[src/rtl/mcu_pwm_multi_if.sv]
// MCU SRAM-style write bus feeding the PWM register file (all signals asynchronous to clk).
interface mcu_pwm_multi_if #(
  parameter int ADR_WIDTH  = 8,
  parameter int DATA_WIDTH = 8
);
  logic                  pwm_ncs;
  logic                  pwm_nwe;
  logic [ADR_WIDTH-1:0]  pwm_addr;
  logic [DATA_WIDTH-1:0] pwm_sram_data;

  modport master (output pwm_ncs, pwm_nwe, pwm_addr, pwm_sram_data);
  modport slave  (input  pwm_ncs, pwm_nwe, pwm_addr, pwm_sram_data);
endinterface

[src/rtl/mcu_pwm_multi.sv]
// Multi-channel PWM with double-buffered period/duty, edge or center-aligned counting.
// Optional MCU_PWM_POLARITY_EN adds a per-channel output polarity mask (control byte 2).
module mcu_pwm_multi #(
  parameter int CHANNELS   = 4,
  parameter int CNT_WIDTH  = 24,
  parameter int ADR_WIDTH  = 8,
  parameter int DATA_WIDTH = 8
) (
  input  logic                  clk,
  input  logic                  reset,
  mcu_pwm_multi_if.slave        bus,
  output logic [CHANNELS-1:0]   pwm_out,
  output logic                  period_tick
);
  localparam int NB = CNT_WIDTH / 8;
  localparam logic [CNT_WIDTH-1:0] ONE = CNT_WIDTH'(1);

  logic                  ncs_p0, ncs_p1, nwe_p0, nwe_p1;
  logic [ADR_WIDTH-1:0]  addr_p0, addr_p1, addr_cap;
  logic [DATA_WIDTH-1:0] data_p0, data_p1, data_cap;
  logic                  acc, acc_p2, commit;

  // Stage p0/p1: two-flop synchronisers; p2: last address/data seen during the access
  always_ff @(posedge clk or negedge reset) begin
    if (!reset) begin
      ncs_p0   <= 1'b1;
      ncs_p1   <= 1'b1;
      nwe_p0   <= 1'b1;
      nwe_p1   <= 1'b1;
      addr_p0  <= '0;
      addr_p1  <= '0;
      data_p0  <= '0;
      data_p1  <= '0;
      addr_cap <= '0;
      data_cap <= '0;
      acc_p2   <= 1'b0;
    end else begin
      ncs_p0  <= bus.pwm_ncs;
      ncs_p1  <= ncs_p0;
      nwe_p0  <= bus.pwm_nwe;
      nwe_p1  <= nwe_p0;
      addr_p0 <= bus.pwm_addr;
      addr_p1 <= addr_p0;
      data_p0 <= bus.pwm_sram_data;
      data_p1 <= data_p0;
      acc_p2  <= acc;
      if (acc) begin
        addr_cap <= addr_p1;
        data_cap <= data_p1;
      end
    end
  end

  assign acc    = ~(ncs_p1 | nwe_p1);
  assign commit = acc_p2 & ~acc;

  logic [ADR_WIDTH-3:0] wsel;
  logic [1:0]           bsel;
  logic                 byte_ok, wr_per, wr_ctl, cm_chg;
  logic [CHANNELS-1:0]  wr_duty;

  assign wsel    = addr_cap[ADR_WIDTH-1:2];
  assign bsel    = addr_cap[1:0];
  assign byte_ok = (int'(bsel) < NB);
  assign wr_per  = commit && (wsel == '0) && byte_ok;
  assign wr_ctl  = commit && (int'(wsel) == 1);

  always_comb begin
    wr_duty = '0;
    for (int i = 0; i < CHANNELS; i++)
      wr_duty[i] = commit && byte_ok && (int'(wsel) == i + 2);
  end

  // Bytes are packed MSB first: byte 0 lands in the top 8 bits of the register
  function automatic logic [CNT_WIDTH-1:0] put_byte(input logic [CNT_WIDTH-1:0] cur,
                                                     input logic [1:0]           b,
                                                     input logic [7:0]           d);
    int sh;
    sh = 8 * (NB - 1 - ((int'(b) < NB) ? int'(b) : 0));
    return (cur & ~(CNT_WIDTH'(8'hFF) << sh)) | (CNT_WIDTH'(d) << sh);
  endfunction

  logic                 en, cm;
  logic [CHANNELS-1:0]  chen, raw;
`ifdef MCU_PWM_POLARITY_EN
  logic [CHANNELS-1:0]  pol;
`endif
  logic [CNT_WIDTH-1:0] per_sh, per_act, cnt;
  logic [CNT_WIDTH-1:0] duty_sh  [CHANNELS];
  logic [CNT_WIDTH-1:0] duty_act [CHANNELS];
  logic                 up, boundary, load, per_zero;

  assign cm_chg = wr_ctl && (bsel == 2'd0) && (data_cap[1] != cm);

  always_ff @(posedge clk or negedge reset) begin
    if (!reset) begin
      en   <= 1'b0;
      cm   <= 1'b0;
      chen <= '0;
`ifdef MCU_PWM_POLARITY_EN
      pol  <= '0;
`endif
    end else if (wr_ctl) begin
      case (bsel)
        2'd0: begin
          en <= data_cap[0];
          cm <= data_cap[1];
        end
        2'd1: chen <= data_cap[CHANNELS-1:0];
`ifdef MCU_PWM_POLARITY_EN
        2'd2: pol  <= data_cap[CHANNELS-1:0];
`endif
        default: ;
      endcase
    end
  end

  assign per_zero = (per_act == '0);

  always_comb begin
    boundary = 1'b0;
    if (en && !per_zero)
      boundary = cm ? (!up && cnt == '0) : (cnt == per_act - ONE);
  end

  assign period_tick = boundary;
  assign load        = ~en | boundary;

  // Shadows take bus writes; actives follow shadows only at load points
  always_ff @(posedge clk or negedge reset) begin
    if (!reset) begin
      per_sh  <= '0;
      per_act <= '0;
      for (int i = 0; i < CHANNELS; i++) begin
        duty_sh[i]  <= '0;
        duty_act[i] <= '0;
      end
    end else begin
      if (wr_per) per_sh <= put_byte(per_sh, bsel, data_cap[7:0]);
      for (int i = 0; i < CHANNELS; i++)
        if (wr_duty[i]) duty_sh[i] <= put_byte(duty_sh[i], bsel, data_cap[7:0]);
      if (load) begin
        per_act <= per_sh;
        for (int i = 0; i < CHANNELS; i++) duty_act[i] <= duty_sh[i];
      end
    end
  end

  // Center mode dwells one extra cycle at each endpoint while dir flips
  always_ff @(posedge clk or negedge reset) begin
    if (!reset) begin
      cnt <= '0;
      up  <= 1'b1;
    end else if (!en || cm_chg || per_zero) begin
      cnt <= '0;
      up  <= 1'b1;
    end else if (!cm) begin
      cnt <= (cnt >= per_act - ONE) ? '0 : cnt + ONE;
    end else if (up) begin
      if (cnt >= per_act - ONE) up <= 1'b0;
      else                      cnt <= cnt + ONE;
    end else begin
      if (cnt == '0) up  <= 1'b1;
      else           cnt <= cnt - ONE;
    end
  end

  always_comb begin
    raw = '0;
    for (int i = 0; i < CHANNELS; i++)
      raw[i] = (cnt < duty_act[i]) && en && chen[i] && !per_zero;
  end

  always_ff @(posedge clk or negedge reset) begin
    if (!reset) pwm_out <= '0;
`ifdef MCU_PWM_POLARITY_EN
    else        pwm_out <= raw ^ pol;
`else
    else        pwm_out <= raw;
`endif
  end
endmodule

[src/flat_wrapper.sv]
// flat-port wrapper written by rule: the top's interface ports become plain ports
module mcu_pwm_multi_flat 
#(
  parameter int CHANNELS   = 4,
  parameter int CNT_WIDTH  = 24,
  parameter int ADR_WIDTH  = 8,
  parameter int DATA_WIDTH = 8
)
  (clk, reset, pwm_out, period_tick, bus_pwm_ncs, bus_pwm_nwe, bus_pwm_addr, bus_pwm_sram_data);
  mcu_pwm_multi_if #(.ADR_WIDTH(ADR_WIDTH), .DATA_WIDTH(DATA_WIDTH)) bus_i ();
  input  logic clk;
  input  logic reset;
  output logic [CHANNELS-1:0] pwm_out;
  output logic period_tick;
  input wire logic [$bits(bus_i.pwm_ncs)-1:0] bus_pwm_ncs;
  input wire logic [$bits(bus_i.pwm_nwe)-1:0] bus_pwm_nwe;
  input wire logic [$bits(bus_i.pwm_addr)-1:0] bus_pwm_addr;
  input wire logic [$bits(bus_i.pwm_sram_data)-1:0] bus_pwm_sram_data;
  assign bus_i.pwm_ncs = bus_pwm_ncs;
  assign bus_i.pwm_nwe = bus_pwm_nwe;
  assign bus_i.pwm_addr = bus_pwm_addr;
  assign bus_i.pwm_sram_data = bus_pwm_sram_data;
  mcu_pwm_multi #(.CHANNELS(CHANNELS), .CNT_WIDTH(CNT_WIDTH), .ADR_WIDTH(ADR_WIDTH), .DATA_WIDTH(DATA_WIDTH)) u_core (.clk(clk), .reset(reset), .bus(bus_i), .pwm_out(pwm_out), .period_tick(period_tick));
endmodule
[config.mk]
export PLATFORM = sky130hd
export DESIGN_NAME = mcu_pwm_multi_flat
export DESIGN_NICKNAME = d
export VERILOG_FILES = /design/src/rtl/mcu_pwm_multi_if.sv /design/src/rtl/mcu_pwm_multi.sv /design/src/flat_wrapper.sv
export SDC_FILE = /design/constraint.sdc
export NUM_CORES = 1
export LEC_CHECK = 0
export ABC_AREA = 1
export BUFFER_PORTS_ARGS = -buffer_cell sky130_fd_sc_hd__buf_2
export CORE_UTILIZATION = 59
export DETAILED_ROUTE_END_ITERATION = 10
export PLACE_DENSITY = 0.75
export SLEW_MARGIN = 20
export SYNTH_ARGS = -nofsm -noshare
export SYNTH_HDL_FRONTEND = slang
export SYNTH_SLANG_ARGS = --single-unit
[constraint.sdc]
create_clock -name clk -period 5 [get_ports clk]
set_clock_uncertainty 0.05 [all_clocks]
set_input_delay 1.25 -clock clk [delete_from_list [all_inputs] [get_ports clk]]
set_output_delay 1.25 -clock clk [all_outputs]
set_load 0.01 [all_outputs]
==> reports/qor.txt <==
=========================================================================================
Result of the run                                                               completed
Number of hold violations in the final report                                           0
Cells after synthesis                                                                2072
Count of input and output buffers                                                      24
Fin Setup TNS                                                                        0 ns
Worst VDD drop                                                                   0.339 mV
Final weighted congestion of routability-driven global placement                    0.911
Reported leakage power                                                            9.62 nW
Netlist cell types                                                                     43
Final Routed Wirelength                                                           42.9 mm
Die span in x                                                                      177 um
Global-route wire length before repair                                            69.8 mm
Antenna cell count                                                                      0
Flops & latches, synth                                                                328
Post-route worst hold slack                                                      0.291 ns
Most frequent standard cell in the layout excluding fill and tap cells       sky130_fd_sc_hd__nand2_1
Fin util                                                                            65.5%
Type of the worst min-delay path                                             flop to flop
Endpoint with the worst hold slack                                           u_core.data_p1[6]
Warning count from the yosys run                                                        0
Post-route cell area                                                           19600 um^2
Area after detailed placement                                                  18200 um^2
R2r endpoint                                                                 u_core.duty_act[72]
Number of standard-cell rows in the floorplan                                          63
Final count of pins violating max slew                                                  0
Flip-flop cell with the highest count after synthesis                        sky130_fd_sc_hd__dfrtp_1
Depth of the worst register-to-register path                                           22
Minimum period implied by the final worst setup slack                             4.77 ns
Crit start category                                                                  flop
DRC violation count after routing                                                       0
Proportion of register bits with asynchronous set or reset after synthesis           100%
Final Cycle Share                                                                   95.3%
Number of buffers inserted by hold repair at cts                                        0
Vertical die dimension                                                             177 um
Critical path data required time                                                  3.70 ns
CTS buffer count                                                                       37
Start point of the worst hold path                                           u_core.data_p0[6]
Floorplan die area                                                             31300 um^2
CP Max Fanout                                                                           5
PD cells                                                                      406 nW/um^2
Longest Clk Path Bufs                                                                   3
Actual slew at the worst max-slew pin                                             1.08 ns
Syn Std Cell Area                                                              18000 um^2
Reg-to-reg slack, setup                                                           1.13 ns
Area of the core                                                               29900 um^2
Net count of the finished layout                                                     2208
Number of vias after detailed routing                                               14178
Total congestion overflow after global routing                                          0
Via count of the first global-routing pass                                          13657
Endpoint class of the critical path                                           output port
Remaining antenna violation count                                                       0
Top-level port count                                                                   25
Worst relative slew slack                                                           28.0%
Total Power Consumption                                                           7.95 mW
Fraction of final layout cells sized beyond drive strength 1                        14.9%
Worst setup path category                                                    flop to output port
Antenna violations before repair                                                        2
CTS Sinks                                                                             328
Reported max-cap violation count                                                        0
Final setup margin                                                               0.234 ns
Worst hold path cell count                                                              0
Mapped Avg Cell Area                                                            8.71 um^2
Clock network latency to the later pin of the worst-skew pair                     0.52 ns
Clock transition at path regs                                                     0.06 ns
Cell chosen for the clock root                                               sky130_fd_sc_hd__clkbuf_16
Combined global-route utilization of all metal layers                               28.4%
Final setup viols                                                                       0
WP data arrival                                                                   3.47 ns
First-iteration detailed-routing DRC count                                           1050
Initial core utilization                                                            60.4%
Largest net degree at the start of global routing                                      86
Sequential-to-total area share from yosys stat                                      45.5%
Beginning of the worst register-to-register path                             u_core.per_act[0]
Maximum level of the CTS H-tree                                                         2
Final cell count without fillers                                                     2476
DP Cell Count                                                                        2409
Setup slack after placement                                                      0.430 ns
Number of search-and-repair iterations in the first detailed-routing pass               5
Highest Clock Rate                                                              0.210 GHz
Vias per std cell                                                                    5.73
Clock tree from TritonCTS                                                           built
WL per Instance                                                                   17.3 um
Syn-to-layout area delta                                                            8.52%
Most frequent cells in the layout                                            sky130_fd_sc_hd__nand2_1, sky130_fd_sc_hd__dfrtp_1, sky130_fd_sc_hd__inv_1, sky130_fd_sc_hd__o21ai_0, sky130_fd_sc_hd__ha_1
Post-Syn Nets                                                                        2218
Placed wire-length estimate                                                       28.9 mm
Number of synthesized flops with an enable pin                                          0
=========================================================================================
[flip-flops by register name, indices dropped and copies added (netlist names)]
register         flops
u_core.pwm_out       4
u_core.data_cap      8
u_core.en            1
u_core.cnt          24
u_core.duty_sh      96
u_core.ncs_p0        1
u_core.addr_p1       8
u_core.addr_p0       8
u_core.per_sh       24
u_core.chen          4
u_core.up            1
u_core.ncs_p1        1
u_core.data_p1       8
u_core.cm            1
u_core.addr_cap      8
u_core.per_act      24
u_core.nwe_p1        1
u_core.nwe_p0        1
u_core.duty_act     96
u_core.data_p0       8
u_core.acc_p2        1
[synth_stat cells, types with 2 or more instances]
master                        n  area, um^2
sky130_fd_sc_hd__nor2_2       6        37.5
sky130_fd_sc_hd__dfrtp_1    323        8080
sky130_fd_sc_hd__buf_4        2        15.0
sky130_fd_sc_hd__a21oi_1     71         355
sky130_fd_sc_hd__ha_1       126        1580
sky130_fd_sc_hd__o21ai_2     80         701
sky130_fd_sc_hd__o221ai_1     4        35.0
sky130_fd_sc_hd__buf_6       22         248
sky130_fd_sc_hd__nand3_1     88         440
sky130_fd_sc_hd__nand4_1     55         344
sky130_fd_sc_hd__nor2_4       2        22.5
sky130_fd_sc_hd__o21ai_0    207        1040
sky130_fd_sc_hd__dfstp_2      5         131
sky130_fd_sc_hd__clkbuf_1    43         161
sky130_fd_sc_hd__o21bai_1     4        30.0
sky130_fd_sc_hd__a31oi_1      8        50.1
sky130_fd_sc_hd__inv_2        4        15.0
sky130_fd_sc_hd__mux2_2       4        45.0
sky130_fd_sc_hd__o21a_1      26         195
sky130_fd_sc_hd__xor2_1      42         368
sky130_fd_sc_hd__buf_1        3        11.3
sky130_fd_sc_hd__xnor2_1      6        52.6
sky130_fd_sc_hd__buf_12       9         180
sky130_fd_sc_hd__inv_1      220         826
sky130_fd_sc_hd__o2111ai_1    2        17.5
sky130_fd_sc_hd__buf_2       17        85.1
sky130_fd_sc_hd__nand2_4      2        22.5
sky130_fd_sc_hd__a21o_1       6        45.0
sky130_fd_sc_hd__nand2_2     82         513
sky130_fd_sc_hd__nor2_1     113         424
sky130_fd_sc_hd__and2_1       4        25.0
sky130_fd_sc_hd__nor3_2       2        20.0
sky130_fd_sc_hd__a211oi_1     5        37.5
sky130_fd_sc_hd__clkbuf_2     2        10.0
sky130_fd_sc_hd__nand2_1    418        1570
sky130_fd_sc_hd__nor3_1      14        70.1
sky130_fd_sc_hd__o21ai_1     39         195
[kinds of logic after synthesis]
family / share of synthesized area [%]
AO/OA/AOI/OAI: 15.0
buffers and inverters: 8.62
flip-flops: 45.5
adder cells (fa/ha/maj): 8.74
multiplexers: 0.250
AND/OR/NAND/NOR: 19.5
XOR/XNOR: 2.33
[routing by layer]
layer  track usage, %  part of all wire, %
met1             37.9                   44
met3             5.07                  6.1
met5                0                    0
met4             10.2                  3.4
met2             46.7                   47
[area by class of cell]
cell class,count,area [um^2]
inverter,225,845
sequential,328,8210
timing repair buffer,49,409
clock inverter,9,181
fill,2413,10300
multi-input combinational,1421,8360
tap,390,488
clock buffer,54,1080
[how the worst max path moves through the flow]
| stage | slack, ns | start | cells after the start | end |
|---|---|---|---|---|
| 2_1_floorplan | 1.04 | u_core.per_act[0] | 20 | period_tick |
| 3_3_place_gp | 0.56 | u_core.per_act[0] | 21 | period_tick |
| 3_5_place_dp | 0.43 | u_core.per_act[0] | 21 | period_tick |
| 4_1_cts | 0.006 | u_core.per_act[1] | 21 | period_tick |
| 5_1_grt | -0.04 | u_core.per_act[2] | 20 | period_tick |
| 6_report | 0.23 | u_core.per_act[0] | 21 | period_tick |
[timing repair]
action,4_1_cts,5_1_grt
setup buffers,1,2
resized for setup,8,14
setup endpoints to repair,1,1
pin swaps,2,6
[critical path: stages, from the launching register on]
cell and delay [ns]:
sky130_fd_sc_hd__dfrtp_1 0.37, sky130_fd_sc_hd__inv_2 0.12, sky130_fd_sc_hd__ha_4 0.16, sky130_fd_sc_hd__nand3_2 0.12, sky130_fd_sc_hd__nor3_4 0.17, sky130_fd_sc_hd__nand2_2 0.08, sky130_fd_sc_hd__inv_1 0.08, sky130_fd_sc_hd__nand4_1 0.13
sky130_fd_sc_hd__nor2_2 0.20, sky130_fd_sc_hd__nand2_2 0.08, sky130_fd_sc_hd__xor2_1 0.14, sky130_fd_sc_hd__inv_1 0.05, sky130_fd_sc_hd__ha_1 0.27, sky130_fd_sc_hd__nand2_1 0.06, sky130_fd_sc_hd__nor2_2 0.14, sky130_fd_sc_hd__nand2_2 0.10
sky130_fd_sc_hd__nor2_4 0.14, sky130_fd_sc_hd__nand3_1 0.10, sky130_fd_sc_hd__nand2_2 0.12, sky130_fd_sc_hd__nand2_4 0.10, sky130_fd_sc_hd__inv_1 0.07, sky130_fd_sc_hd__buf_2 0.12
[power by group]
part | internal [mW] | leakage (nW) | switching (mW) | total [mW]
Combinational | 0.703 | 4.61 | 1.28 | 1.98
Sequential | 2.97 | 4.39 | 0.190 | 3.16
Clock | 1.75 | 0.619 | 1.05 | 2.81
Power figures use the tool's default switching activity.
